[config.mk]
export PLATFORM = sky130hd
export DESIGN_NAME = mm_out_serializer_flat
export DESIGN_NICKNAME = d
export VERILOG_FILES = /design/src/rtl/mm_out_serializer_pkg.sv /design/src/rtl/mm_out_serializer_if.sv /design/src/rtl/mm_out_serializer_bitlen_enc.sv /design/src/rtl/mm_out_serializer.sv /design/src/flat_wrapper.sv
export SDC_FILE = /design/constraint.sdc
export NUM_CORES = 1
export LEC_CHECK = 0
export CAP_MARGIN = 20
export CORE_MARGIN = 3
export CORE_UTILIZATION = 60
export DETAILED_ROUTE_END_ITERATION = 8
export GPL_ROUTABILITY_DRIVEN = 0
export PLACE_DENSITY = 0.78
export SLEW_MARGIN = 40
export SYNTH_ARGS = -nofsm -noshare
export SYNTH_HDL_FRONTEND = slang
export SYNTH_SLANG_ARGS = --single-unit
[constraint.sdc]
create_clock -name clk -period 6.3 [get_ports clk]
set_clock_uncertainty 0.1 [all_clocks]
set_input_delay 0.945 -clock clk [delete_from_list [all_inputs] [get_ports clk]]
set_output_delay 0.945 -clock clk [all_outputs]
set_load 0.01 [all_outputs]
[src/rtl/mm_out_serializer_pkg.sv]
// rtl/mm_out_serializer_pkg.sv - shared constants, FSM states and FIFO entry type for mm_out_serializer
//
// Contents:
//   DATA_W   result width, two's complement
//   LEN_W    width of the length prefix placed in front of every field
//   DEPTH    result buffer entries; one full 8x8 group (2*8-1 results) must fit
//   PTR_W    FIFO pointer width
//   CNT_W    occupancy counter width (0..DEPTH)
//   state_t  serializer FSM states
//   entry_t  FIFO entry: length computed at push time plus the raw result
//   ptr_inc  pointer increment with wrap at DEPTH (DEPTH need not be a power of two)
package mm_pkg;

    localparam int DATA_W = 40;
    localparam int LEN_W  = 6;
    localparam int DEPTH  = 15;
    localparam int PTR_W  = $clog2(DEPTH);
    localparam int CNT_W  = $clog2(DEPTH + 1);

    typedef enum logic [1:0] {
        FILL = 2'd0,
        LEN  = 2'd1,
        VAL  = 2'd2
    } state_t;

    typedef struct packed {
        logic [LEN_W-1:0]  len;
        logic [DATA_W-1:0] data;
    } entry_t;

    function automatic logic [PTR_W-1:0] ptr_inc(input logic [PTR_W-1:0] p);
        return (p == PTR_W'(DEPTH - 1)) ? '0 : p + 1'b1;
    endfunction

endpackage

[src/rtl/mm_out_serializer_if.sv]
// rtl/mm_out_serializer_if.sv - result-in / serial-out signal bundle for mm_out_serializer
//
// Signals:
//   res_valid  upstream result valid
//   res_data   signed result
//   res_last   marks the final result of the group
//   res_ready  serializer accepts a result (handshake = res_valid & res_ready)
//   out_valid  serial output valid, continuous for a whole group
//   out_value  serial output bit, 0 whenever out_valid is 0
// Modports:
//   slave   the serializer
//   master  the upstream producer / downstream consumer side
interface mm_out_serializer_if;
    import mm_pkg::*;

    logic              res_valid;
    logic [DATA_W-1:0] res_data;
    logic              res_last;
    logic              res_ready;
    logic              out_valid;
    logic              out_value;

    modport slave (
        input  res_valid,
        input  res_data,
        input  res_last,
        output res_ready,
        output out_valid,
        output out_value
    );

    modport master (
        output res_valid,
        output res_data,
        output res_last,
        input  res_ready,
        input  out_valid,
        input  out_value
    );

endinterface

[src/rtl/mm_out_serializer_bitlen_enc.sv]
// rtl/mm_out_serializer_bitlen_enc.sv - field length of a signed result (sign check + priority encoder)
//
// Ports:
//   value  in   DATA_W  signed result
//   len    out  LEN_W   number of value bits to emit:
//                       negative -> DATA_W, zero -> 1, positive -> index of top 1 bit + 1
module mm_bitlen_enc
    import mm_pkg::*;
(
    input  logic [DATA_W-1:0] value,
    output logic [LEN_W-1:0]  len
);

    always_comb begin
        len = LEN_W'(1);
        if (value[DATA_W-1]) begin
            len = LEN_W'(DATA_W);
        end else begin
            // Ascending scan: the highest set bit is the last one to assign.
            for (int i = 0; i < DATA_W - 1; i++) begin
                if (value[i]) begin
                    len = LEN_W'(i + 1);
                end
            end
        end
    end

endmodule

[src/rtl/mm_out_serializer.sv]
// rtl/mm_out_serializer.sv - buffers a group of results and emits them as length-prefixed serial fields
//
// Ports:
//   clk    in   single clock, rising edge
//   rst_n  in   asynchronous active-low reset
//   bus    slave modport of mm_out_serializer_if (result input handshake + 1-bit serial output)
//
// Operation: results are pushed into a DEPTH-entry FIFO while in FILL. The handshake that
// carries res_last starts the drain: every entry is sent as LEN_W length bits then L value
// bits, both MSB first, with out_valid held high across the whole group. All outputs are
// flops; the first length bit is driven straight from the res_last handshake edge.
module mm_out_serializer
    import mm_pkg::*;
(
    input  logic              clk,
    input  logic              rst_n,
    mm_out_serializer_if.slave bus
);

    entry_t             mem [DEPTH];
    logic [PTR_W-1:0]   wr_ptr;
    logic [PTR_W-1:0]   rd_ptr;
    logic [CNT_W-1:0]   count;
    state_t             state;
    logic [5:0]         bit_cnt;

    logic               res_ready_q;
    logic               out_valid_q;
    logic               out_value_q;

    logic [LEN_W-1:0]   in_len;
    logic               push;
    entry_t             head;
    logic [PTR_W-1:0]   rd_next;
    logic [LEN_W-1:0]   next_len;
    logic [LEN_W-1:0]   first_len;
    logic [5:0]         cnt_dec;
    logic [2:0]         len_idx;
    logic [5:0]         val_idx;

    mm_bitlen_enc u_enc (
        .value (bus.res_data),
        .len   (in_len)
    );

    // res_ready_q is only ever high in FILL, so a handshake always means FILL.
    assign push      = bus.res_valid & res_ready_q;
    assign head      = mem[rd_ptr];
    assign rd_next   = ptr_inc(rd_ptr);
    assign next_len  = mem[rd_next].len;

    // With an empty FIFO the group's first entry is the one being pushed right now, so its
    // length comes straight from the encoder instead of the (not yet written) buffer.
    assign first_len = (count == '0) ? in_len : head.len;

    assign cnt_dec   = bit_cnt - 1'b1;
    assign len_idx   = cnt_dec[2:0];
    assign val_idx   = head.len - 1'b1;

    assign bus.res_ready = res_ready_q;
    assign bus.out_valid = out_valid_q;
    assign bus.out_value = out_value_q;

    // Buffer storage: contents need no reset, validity is tracked by count.
    always_ff @(posedge clk) begin
        if (push) begin
            mem[wr_ptr] <= '{len: in_len, data: bus.res_data};
        end
    end

    // bit_cnt holds the index of the bit currently on out_value; the register update
    // presents the next bit so that the serial output is flop-driven.
    always_ff @(posedge clk or negedge rst_n) begin
        if (!rst_n) begin
            state       <= FILL;
            wr_ptr      <= '0;
            rd_ptr      <= '0;
            count       <= '0;
            bit_cnt     <= '0;
            res_ready_q <= 1'b1;
            out_valid_q <= 1'b0;
            out_value_q <= 1'b0;
        end else begin
            case (state)
                FILL: begin
                    if (push) begin
                        wr_ptr <= ptr_inc(wr_ptr);
                        count  <= count + 1'b1;
                        if (bus.res_last) begin
                            state       <= LEN;
                            bit_cnt     <= 6'(LEN_W - 1);
                            res_ready_q <= 1'b0;
                            out_valid_q <= 1'b1;
                            out_value_q <= first_len[LEN_W-1];
                        end else begin
                            res_ready_q <= ((count + 1'b1) != CNT_W'(DEPTH));
                        end
                    end else begin
                        res_ready_q <= (count != CNT_W'(DEPTH));
                    end
                end

                LEN: begin
                    if (bit_cnt == '0) begin
                        state       <= VAL;
                        bit_cnt     <= val_idx;
                        out_value_q <= head.data[val_idx];
                    end else begin
                        bit_cnt     <= cnt_dec;
                        out_value_q <= head.len[len_idx];
                    end
                end

                VAL: begin
                    if (bit_cnt == '0) begin
                        rd_ptr <= rd_next;
                        count  <= count - 1'b1;
                        if (count > CNT_W'(1)) begin
                            state       <= LEN;
                            bit_cnt     <= 6'(LEN_W - 1);
                            out_value_q <= next_len[LEN_W-1];
                        end else begin
                            state       <= FILL;
                            res_ready_q <= 1'b1;
                            out_valid_q <= 1'b0;
                            out_value_q <= 1'b0;
                        end
                    end else begin
                        bit_cnt     <= cnt_dec;
                        out_value_q <= head.data[cnt_dec];
                    end
                end

                default: begin
                    state       <= FILL;
                    res_ready_q <= 1'b1;
                    out_valid_q <= 1'b0;
                    out_value_q <= 1'b0;
                end
            endcase
        end
    end

endmodule

[src/flat_wrapper.sv]
// flat-port wrapper written by rule: the top's interface ports become plain ports
module mm_out_serializer_flat import mm_pkg::*;
  (clk, rst_n, bus_res_valid, bus_res_data, bus_res_last, bus_res_ready, bus_out_valid, bus_out_value);
  mm_out_serializer_if bus_i ();
  input  logic clk;
  input  logic rst_n;
  input wire logic [$bits(bus_i.res_valid)-1:0] bus_res_valid;
  input wire logic [$bits(bus_i.res_data)-1:0] bus_res_data;
  input wire logic [$bits(bus_i.res_last)-1:0] bus_res_last;
  output wire logic [$bits(bus_i.res_ready)-1:0] bus_res_ready;
  output wire logic [$bits(bus_i.out_valid)-1:0] bus_out_valid;
  output wire logic [$bits(bus_i.out_value)-1:0] bus_out_value;
  assign bus_i.res_valid = bus_res_valid;
  assign bus_i.res_data = bus_res_data;
  assign bus_i.res_last = bus_res_last;
  assign bus_res_ready = bus_i.res_ready;
  assign bus_out_valid = bus_i.out_valid;
  assign bus_out_value = bus_i.out_value;
  mm_out_serializer u_core (.clk(clk), .rst_n(rst_n), .bus(bus_i));
endmodule
==> run_results.csv, run 1 <==
group,metric,value,unit
timing,setup_viol,0,
clock_network,clockBufferDepth,3,
timing,relSlewSlack,0.3990,
clock_network,post_cts_buffers,0,
setup_path,cp_max_fo,35,
floorplanning,rows,80,
logic_synthesis,ys.flop_type,"edfxtp_1",
timing,finalSetupTns,0,ns
min_path,hp-class,"reg2reg",
clock_network,numCtsBuffers,71,
flow_run,maxCapViolations,0,
logic_synthesis,netlist_area,29510,um2
clock_network,cts.sinks,713,
setup_path,slowest_delay,0.86,ns
drt,wl_per_cell,28.77,um
logic_synthesis,synth_area_leaders,"edfxtp_1 (70%), mux4_2 (10%), mux2i_1 (2.6%)",
final_layout,final_core_utilization,0.6898,
final_layout,layout-drive-gt1-share,0.2101,
pwr,peakVddDrop,0.0002857,V
global_routing,grt_start_max_net_pins,98,
floorplanning,initial_core_util,0.6129,
logic_synthesis,syn_inst,1594,
logic_synthesis,ys_ff_latch,713,
timing,min_period,4.955,ns
logic_synthesis,yosysWarnings,0,
clock_network,cts_max_level,3,
drt,routed_via_density,6.747,
global_routing,grt_antenna_before_repair,2,
final_layout,area_delta_synth_final,12.55,%
drt,ant_nets,0,
logic_synthesis,ys_seq_area_frac,0.7217,
setup_path,crit_start,"u_core.rd_ptr[0]",
final_layout,nets,1734,
pwr,p_per_area,425.4,nW/um2
global_routing,grt-ovfl-total,0,
logic_synthesis,synthArstFlopShare,0.03226,
drt,initialDrtViolationCount,2186,
clock_network,clock-root-buffer,"clkbuf_16",
global_routing,grt.total_usage,0.2671,
clock_network,hold_buffers,0,
pwr,p_leak,10.64,nW
timing,worst_slew_pin_slew,0.9015,ns
placement,io_buffers,46,
logic_synthesis,yosysTopAreaCell,"edfxtp_1",
drt,dr.pass1.iters,6,
placement,place_hpwl,38.35,mm
clock_network,cts.repair.resized,0,
final_layout,final_cell_mix,"edfxtp_1 (690), mux4_2 (137), nand2_1 (91)",
clock_network,cts_tree,"yes",
setup_path,worstPathRequired,6.68,ns
logic_synthesis,syn_avg_cell_area,18.51,um2
timing,finalHoldViolCount,0,
drt,wl,68.90,mm
clock_network,clkLatencyLatePin,0.62,ns
setup_path,cp_slowest_cell,"dfrtp_4",
global_routing,grt_pass1_vias,16110,
final_layout,fillers,2952,
setup_path,critPathArrivalTime,5.34,ns
setup_path,r2r_start,"u_core.rd_ptr[0]",
setup_path,path_class,"reg2reg",
clock_network,clkTransAtPathRegs,0.06,ns
floorplanning,die_x,227.8,um
final_layout,final_common_cell,"edfxtp_1",
floorplanning,ios,47,
logic_synthesis,syn_nets,1648,
timing,slew_viol_final,0,
setup_path,path_cells,"mux2_2 -> mux4_2 -> nor2_1 -> nor2_2 -> clkinv_1 -> ha_1 -> xor2_4 -> mux2_2 -> mux4_2 -> o21ai_1 -> and2_1 -> o32ai_1",
floorplanning,core,48150,um2
timing,fmax,201.8,MHz
floorplanning,die_y,227.8,um
setup_path,cp-start-kind,"register",
drt,vias,16160,
min_path,hold_start,"u_core.bus.out_valid",
drt,drc,0,
timing,rsz0062_at_grt,"no",
global_routing,grt_pass1_wl,103.1,mm
logic_synthesis,synth_top_area_frac,0.7022,
run_status,status,"completed",
floorplanning,die_area,51870,um2
timing,finalCritPeriodShare,0.7865,
setup_path,cp-end-kind,"register",
logic_synthesis,synth_edf_count,690,
logic_synthesis,synth.distinct_cells,74,
-- metal layers --
metal	up-vias	track usage	wire length [um]
met5	-	0	0
met4	0	0.09909	2292
met3	174	0.05215	6971
met2	981	0.4203	33130
met1	8288	0.3796	26500
li1	6715	-	-
-- flip-flops by register name (all words and copies together), names as in the netlist --
name	count
u_core.mem	690
u_core.bit_cnt	6
u_core.count	4
u_core.rd_ptr	4
u_core.wr_ptr	4
u_core.state	2
u_core.bus.out_valid	1
u_core.bus.out_value	1
u_core.bus.res_ready	1
-- layout make-up --
cell class / count / area (um2) / area share
Antenna cell: 2 / 5.005 / 0.0001507
Tap cell: 656 / 820.8 / 0.02472
Timing Repair Buffer: 98 / 949.7 / 0.02860
Clock inverter: 46 / 534.3 / 0.01609
Clock buffer: 84 / 1847 / 0.05561
Inverter: 25 / 93.84 / 0.002826
Sequential cell: 713 / 21310 / 0.6417
Multi-Input combinational cell: 771 / 7650 / 0.2304
-- per-stage QoR --
stage / power (mW) / std cells / area (um2) / hold WS, ns / setup WS, ns
floorplan: 8.903 / 1594 / 29510 / 0.4009 / 1.145
global placement: 9.708 / 2255 / 30630 / 0.4124 / 1.154
detailed placement: 9.849 / 2261 / 30770 / 0.4313 / 1.423
CTS: 14.13 / 2391 / 33160 / 0.4414 / 1.401
global route: 14.66 / 2393 / 33200 / 0.4672 / 1.069
finish: 14.13 / 2395 / 33210 / 0.4419 / 1.345
-- critical path, delay by kind of cell (launching register included) --
family	cells	cell delay [ns]
muxes	4	1.39
DFF	1	0.86
and+or+nand+nor	3	0.78
xor gates and xnor gates	1	0.64
buffers and inverters	1	0.45
adders and majority gates	1	0.38
AOI/OAI and AO/OA	2	0.21
-- cells in the mapped netlist, types with 10 or more instances --
master      n
buf_4      10
buf_2      18
nand2b_1   11
nand3_1    11
o211ai_1   32
a221oi_1   26
nor3_1     23
mux2_2     21
o21ai_0    51
dfrtp_1    22
edfxtp_1  690
a21oi_1    38
clkbuf_1   26
ha_1       10
o211a_1    20
mux2i_1    78
inv_1      24
mux4_2    137
nand2_1    91
buf_6      15
nor2_1     80
-- kinds of logic (layout without fill, tap and decap cells) --
kind of cell | after synthesis | count (layout) | synth area share
fa+ha+maj | 10 | 10 | 0.004240
xor+xnor | 13 | 13 | 0.004495
compound gates | 248 | 248 | 0.06021
simple gates | 256 | 256 | 0.03888
flops | 713 | 713 | 0.7217
mux | 244 | 244 | 0.1460
buf+inv | 110 | 253 | 0.02438
other cells | 0 | 2 | 0
-- final timing paths --
check,endpoint,slack (ns),cells past startpoint
min reg2reg,u_core.bus.out_valid,0.44,2
min in group asynchronous,u_core.count[3],0.61,2
max reg2reg,u_core.bus.out_value,1.35,12
max,u_core.bus.out_value,1.35,12
min,u_core.bus.out_valid,0.44,2
max in group asynchronous,u_core.bus.res_ready,5.18,2
-- power by group --
part	switching (mW)	leakage, nW	internal, mW	total (mW)
Clock	1.79	1.16	2.50	4.28
Combinational	2.27	2.96	1.61	3.88
Sequential	0.291	6.52	5.68	5.97
Total	4.34	10.6	9.79	14.1
Power figures use the tool's default switching activity.
==> run 2, diff against run 1 <==
==> constraint.sdc (replaced) <==
create_clock -name clk -period 5.2 [get_ports clk]
set_clock_uncertainty 0.1 [all_clocks]
set_input_delay 0.78 -clock clk [delete_from_list [all_inputs] [get_ports clk]]
set_output_delay 0.78 -clock clk [all_outputs]
set_load 0.01 [all_outputs]
==> run 2 against run 1 <==
  * First-iteration DRC count is 1.5% higher
  * Hold slack worse by 0.0082 ns
  * Non-clock buffer count is 5 higher
  * Utilization is 0.38 points lower
  * Cell count is 0.17% higher
  * Critical path depth stayed put
  * Final area is 0.55% lower
  * Sequential power is 20% higher
  * Wire length is 1.5% higher
  * Register-to-register slack worse by 0.52 ns
  * Largest power group unchanged
  * Highest routed layer unchanged
==> run_results.csv, run 2 (synthesis gave the netlist of run 1 again) <==
group,metric,value,unit
clock_network,cts_tree,"yes",
clock_network,hold_buffers,0,
timing,finalHoldViolCount,0,
clock_network,cts.sinks,713,
timing,fin_ws,0.8240,ns
setup_path,cp_slowest_cell,"dfrtp_4",
setup_path,path_class,"reg2reg",
placement,io_buffers,46,
final_layout,fillers,2935,
clock_network,clockBufferDepth,3,
drt,initialDrtViolationCount,2219,
floorplanning,die_area,51870,um2
setup_path,critPathArrivalTime,4.80,ns
final_layout,multiInputGateArea,7617,um2
drt,drc,0,
clock_network,numCtsBuffers,71,
timing,relSlewSlack,0.4186,
clock_network,cts.repair.resized,0,
final_layout,final_cell_mix,"edfxtp_1 (690), mux4_2 (137), nand2_1 (91)",
final_layout,layout-drive-gt1-share,0.2022,
setup_path,cp-end-kind,"register",
pwr,peakVddDrop,0.0003584,V
placement,placed_area,30860,um2
floorplanning,die_y,227.8,um
global_routing,grt_pass1_vias,16070,
final_layout,final_common_cell,"edfxtp_1",
clock_network,cts_max_level,3,
placement,preCtsSetupSlack,0.8460,ns
drt,ant_nets,0,
drt,wl_per_cell,29.15,um
setup_path,worstPathRequired,5.62,ns
setup_path,r2r_cells,12,
flow_run,maxCapViolations,0,
floorplanning,die_x,227.8,um
timing,fmax,228.5,MHz
global_routing,grt_antenna_before_repair,2,
timing,worst_slew_pin_slew,0.8700,ns
timing,min_period,4.376,ns
floorplanning,ios,47,
min_path,hp-class,"reg2reg",
setup_path,cp_max_fo,85,
global_routing,grt_start_max_net_pins,110,
clock_network,post_cts_buffers,0,
global_routing,grt_pass1_wl,103.8,mm
run_status,status,"completed",
clock_network,clock-root-buffer,"clkbuf_16",
clock_network,clkLatencyLatePin,0.61,ns
timing,finalSetupTns,0,ns
global_routing,grt.total_usage,0.2708,
setup_path,crit_top_cell,"mux2i_1",
final_layout,design_area,33030,um2
drt,routed_via_density,6.761,
final_layout,area_delta_synth_final,11.92,%
setup_path,cp-start-kind,"register",
final_layout,largest_register_ff_count,690,
timing,finalCritPeriodShare,0.8415,
drt,vias,16220,
drt,wl,69.92,mm
floorplanning,rows,80,
floorplanning,initial_core_util,0.6129,
global_routing,grt-ovfl-total,0,
timing,setup_viol,0,
timing,rsz0062_at_grt,"no",
timing,slew_viol_final,0,
final_layout,seq_area,21310,um2
setup_path,path_cells,"buf_12 -> mux4_1 -> mux2i_1 -> mux2i_4 -> xor2_4 -> buf_4 -> mux2i_1 -> nor3_1 -> a31o_2 -> a2111oi_4 -> a211oi_1 -> o32ai_1",
drt,dr.pass1.iters,6,
floorplanning,core,48150,um2
min_path,min_path_cells,2,
setup_path,slowest_delay,0.74,ns
pwr,p_leak,10.55,nW
clock_network,clkTransAtPathRegs,0.07,ns
final_layout,regMostFlops,"u_core.mem",
placement,place_hpwl,37.24,mm
final_layout,reg_top3,"u_core.mem: 690 flops, u_core.bit_cnt: 6 flops",
timing,hold_ws,0.4337,ns
final_layout,nets,1739,
pwr,p_per_area,504.8,nW/um2
[run 2: cell count changes in the layout (fill, tap and decap cells not counted), sizes merged]
cell | previous run | this run
buf | 51 | 56
bufinv | 9 | 0
clkbuf | 85 | 90
clkinv | 32 | 35
clkinvlp | 4 | 3
inv | 26 | 27
[run 2: path summary, 6_finish.rpt]
path / start / slack [ns] / end
setup reg to reg: u_core.rd_ptr[0] / 0.82 / u_core.bus.out_value
hold reg to reg: u_core.bus.res_ready / 0.43 / u_core.bus.res_ready
setup / recovery: u_core.rd_ptr[0] / 0.82 / u_core.bus.out_value
min in group asynchronous: rst_n / 0.45 / u_core.bit_cnt[2]
max in group asynchronous: rst_n / 4.24 / u_core.bus.res_ready
hold / removal: u_core.bus.res_ready / 0.43 / u_core.bus.res_ready
[run 2: layout make-up]
| cell class | count | area share |
|---|---|---|
| Sequential cell | 713 | 0.6452 |
| Multi-Input combinational cell | 771 | 0.2307 |
| Clock buffer | 89 | 0.05709 |
| Timing Repair Buffer | 103 | 0.03243 |
| Tap cell | 656 | 0.02485 |
| Clock inverter | 40 | 0.006744 |
| Inverter | 25 | 0.002841 |
| Antenna cell | 2 | 0.0001515 |
[run 2: layer usage]
metal / part of all wire / vias up / global-route usage
li1: - / 6708 / -
met1: 0.38 / 8307 / 0.3916
met2: 0.47 / 1040 / 0.4019
met3: 0.12 / 164 / 0.06999
met4: 0.034 / 0 / 0.1094
met5: 0 / - / 0
[run 2: critical path: cells and delay by family (launching register included)]
| family | cells | cell delay, ns |
|---|---|---|
| buffers and inverters | 2 | 0.84 |
| xor gates and xnor gates | 1 | 0.37 |
| AOI/OAI and AO/OA | 4 | 0.80 |
| and+or+nand+nor | 1 | 0.07 |
| DFF | 1 | 0.74 |
| muxes | 4 | 1.32 |
[run 2: power breakdown]
group          switching, mW  internal, mW  total (mW)  leakage [nW]
Sequential             0.314          6.88        7.19          6.52
Combinational           2.78          2.00        4.78          2.99
Clock                   2.11          2.58        4.69          1.03
[run 2: metrics by stage]
stage	power, mW	utilization	cells
3_3_place_gp	11.85	0.6398	2262
3_5_place_dp	11.97	0.6410	2265
5_1_grt	17.33	0.6859	2398
2_1_floorplan	10.79	-	1594
4_1_cts	16.66	0.6847	2394
6_report	16.67	0.6859	2399
==> run 3, diff against run 2 <==
--- a/config.mk
+++ b/config.mk
@@ -7,10 +7,10 @@
 export LEC_CHECK = 0
 export CAP_MARGIN = 20
 export CORE_MARGIN = 3
-export CORE_UTILIZATION = 60
+export CORE_UTILIZATION = 56
 export DETAILED_ROUTE_END_ITERATION = 8
 export GPL_ROUTABILITY_DRIVEN = 0
-export PLACE_DENSITY = 0.78
+export PLACE_DENSITY = 0.76
 export SLEW_MARGIN = 40
 export SYNTH_ARGS = -nofsm -noshare
 export SYNTH_HDL_FRONTEND = slang
==> constraint.sdc (replaced) <==
create_clock -name clk -period 3.9 [get_ports clk]
set_clock_uncertainty 0.1 [all_clocks]
set_input_delay 0.585 -clock clk [delete_from_list [all_inputs] [get_ports clk]]
set_output_delay 0.585 -clock clk [all_outputs]
set_load 0.01 [all_outputs]
==> run 3 against run 2 <==
  * Combinational power is 40% higher
  * Hold slack worse by 0.063 ns
  * First-iteration DRC count is 2.4% lower
  * Largest cell class unchanged
  * Largest power group unchanged
==> run_results.csv, run 3 (synthesis gave the netlist of run 1 again) <==
group,metric,value,unit
final_layout,largest_register_ff_count,690,
setup_path,cp-end-kind,"register",
final_layout,layout-drive-gt1-share,0.2387,
clock_network,cts.repair.resized,0,
floorplanning,die_y,235.5,um
pwr,share_comb_of_total_power,0.284,
timing,finalSetupTns,0,ns
placement,placed_area,31430,um2
floorplanning,ios,47,
setup_path,worstPathRequired,4.27,ns
clock_network,clockBufferDepth,3,
clock_network,cts_max_level,3,
floorplanning,initial_core_util,0.5705,
final_layout,area_delta_synth_final,15.14,%
pwr,netSwitchingPower,7.032,mW
setup_path,path_class,"reg2reg",
min_path,hp-class,"in2async",
global_routing,grt.total_usage,0.2595,
timing,slew_viol_final,0,
timing,fmax,271.7,MHz
final_layout,diodes,0,
setup_path,cp-start-kind,"register",
floorplanning,die_x,235.5,um
final_layout,reg_top3,"u_core.mem: 690 flops, u_core.bit_cnt: 6 flops",
run_status,status,"completed",
timing,worst_slew_pin_slew,0.8476,ns
global_routing,grt_antenna_before_repair,0,
timing,setup_viol,0,
setup_path,cp_max_fo,45,
drt,initialDrtViolationCount,2166,
global_routing,grt_pass1_wl,106.6,mm
drt,routed_via_density,6.629,
placement,place_hpwl,39.86,mm
timing,min_period,3.680,ns
global_routing,grt-ovfl-total,0,
flow_run,maxCapViolations,0,
clock_network,clkLatencyLatePin,0.60,ns
setup_path,critPathArrivalTime,4.05,ns
drt,ant_nets,0,
placement,preCtsSetupSlack,0.1949,ns
floorplanning,rows,83,
timing,finalCritPeriodShare,0.9437,
final_layout,nets,1806,
timing,fin_ws,0.2198,ns
placement,io_buffers,46,
clock_network,numCtsBuffers,73,
clock_network,cts_tree,"yes",
pwr,p_leak,11.06,nW
pwr,clkPwrFrac,0.310,
clock_network,clkTransAtPathRegs,0.06,ns
pwr,swShare,0.2987,
pwr,p_per_area,693.0,nW/um2
timing,finalHoldViolCount,0,
drt,wl,71.81,mm
clock_network,clock-root-buffer,"clkbuf_16",
final_layout,final_cell_mix,"edfxtp_1 (690), mux4_2 (137), buf_4 (107)",
clock_network,cts.sinks,713,
floorplanning,die_area,55480,um2
pwr,peakVddDrop,0.0006855,V
global_routing,grt_pass1_vias,16630,
final_layout,final_common_cell,"edfxtp_1",
final_layout,design_area,33970,um2
drt,vias,16510,
drt,dr.pass1.iters,6,
final_layout,fillers,3349,
timing,hold_ws,0.3710,ns
floorplanning,core,51720,um2
timing,rsz0062_at_grt,"no",
timing,relSlewSlack,0.4339,
final_layout,regMostFlops,"u_core.mem",
drt,wl_per_cell,28.84,um
pwr,p_seq_frac,0.405,
global_routing,grt_start_max_net_pins,64,
pwr,p_int,16.51,mW
drt,drc,0,
-- run 3: cell types whose count changed in the layout (fill, tap and decap cells not counted), moves of 4 or more --
| cell | previous run | this run |
|---|---|---|
| nor3_2 | 4 | 0 |
| nor3_4 | 0 | 4 |
| clkbuf_1 | 15 | 7 |
| bufinv_16 | 0 | 12 |
| buf_4 | 36 | 107 |
| clkbuf_16 | 72 | 77 |
| buf_6 | 4 | 0 |
-- run 3: metal layers --
layer	vias to the layer above	part of all wire	GRT usage
met5	-	0	0
met4	0	0.033	0.09974
met3	172	0.11	0.05096
met2	1074	0.47	0.3988
met1	8412	0.39	0.3742
li1	6847	-	-
-- run 3: power by group through the flow --
stage	registers [mW]	logic (mW)	clock network, mW
global route	9.60	7.13	7.69
CTS	9.54	6.64	7.38
floorplan	9.51	4.86	0
global placement	9.64	6.50	0
detailed placement	9.69	6.60	0
finish	9.54	6.69	7.30
-- run 3: path summary, 6_finish.rpt --
check | slack, ns | to | cells after the start | start
min | 0.37 | u_core.state[0] | 2 | rst_n
max reg2reg | 0.22 | u_core.bus.out_value | 11 | u_core.rd_ptr[0]
max | 0.22 | u_core.bus.out_value | 11 | u_core.rd_ptr[0]
max in group asynchronous | 2.75 | u_core.bus.res_ready | 3 | rst_n
min reg2reg | 0.42 | u_core.bus.res_ready | 2 | u_core.bus.res_ready
min in group clk | 0.42 | u_core.bus.res_ready | 2 | u_core.bus.res_ready
-- run 3: critical path: stages (launching register included) --
cell,delay (ns)
dfrtp_4,0.60
buf_12,0.37
mux4_1,0.60
mux2i_1,0.26
mux2i_4,0.18
xor2_4,0.22
buf_4,0.23
mux2i_1,0.09
mux4_2,0.50
o21ai_1,0.14
and2_1,0.14
o32ai_1,0.09
-- run 3: area by class of cell --
type,count,area (um2),share of cell area
repair buffers,168,1549,0.04559
clock buffers,86,1981,0.05830
well taps,680,850.8,0.02504
inverters,25,93.84,0.002762
clock inverters,47,550.5,0.01620
multi-input cells,771,7640,0.2249
flip-flops and latches,713,21310,0.6272
-- run 3: metrics by stage --
step                power [mW]    util  std cells
finish                   23.54  0.6569       2490
global route             24.41  0.6569       2490
CTS                      23.56  0.6567       2489
detailed placement       16.29  0.6078       2356
global placement         16.13  0.6076       2356
floorplan                14.37       -       1594
-- run 3: what timing repair did --
| item | in CTS | in global routing |
|---|---|---|
| buffers inserted | 0 | 0 |
| hold buffers | 0 | 1 |
| endpoints found under the hold margin | 0 | 14 |
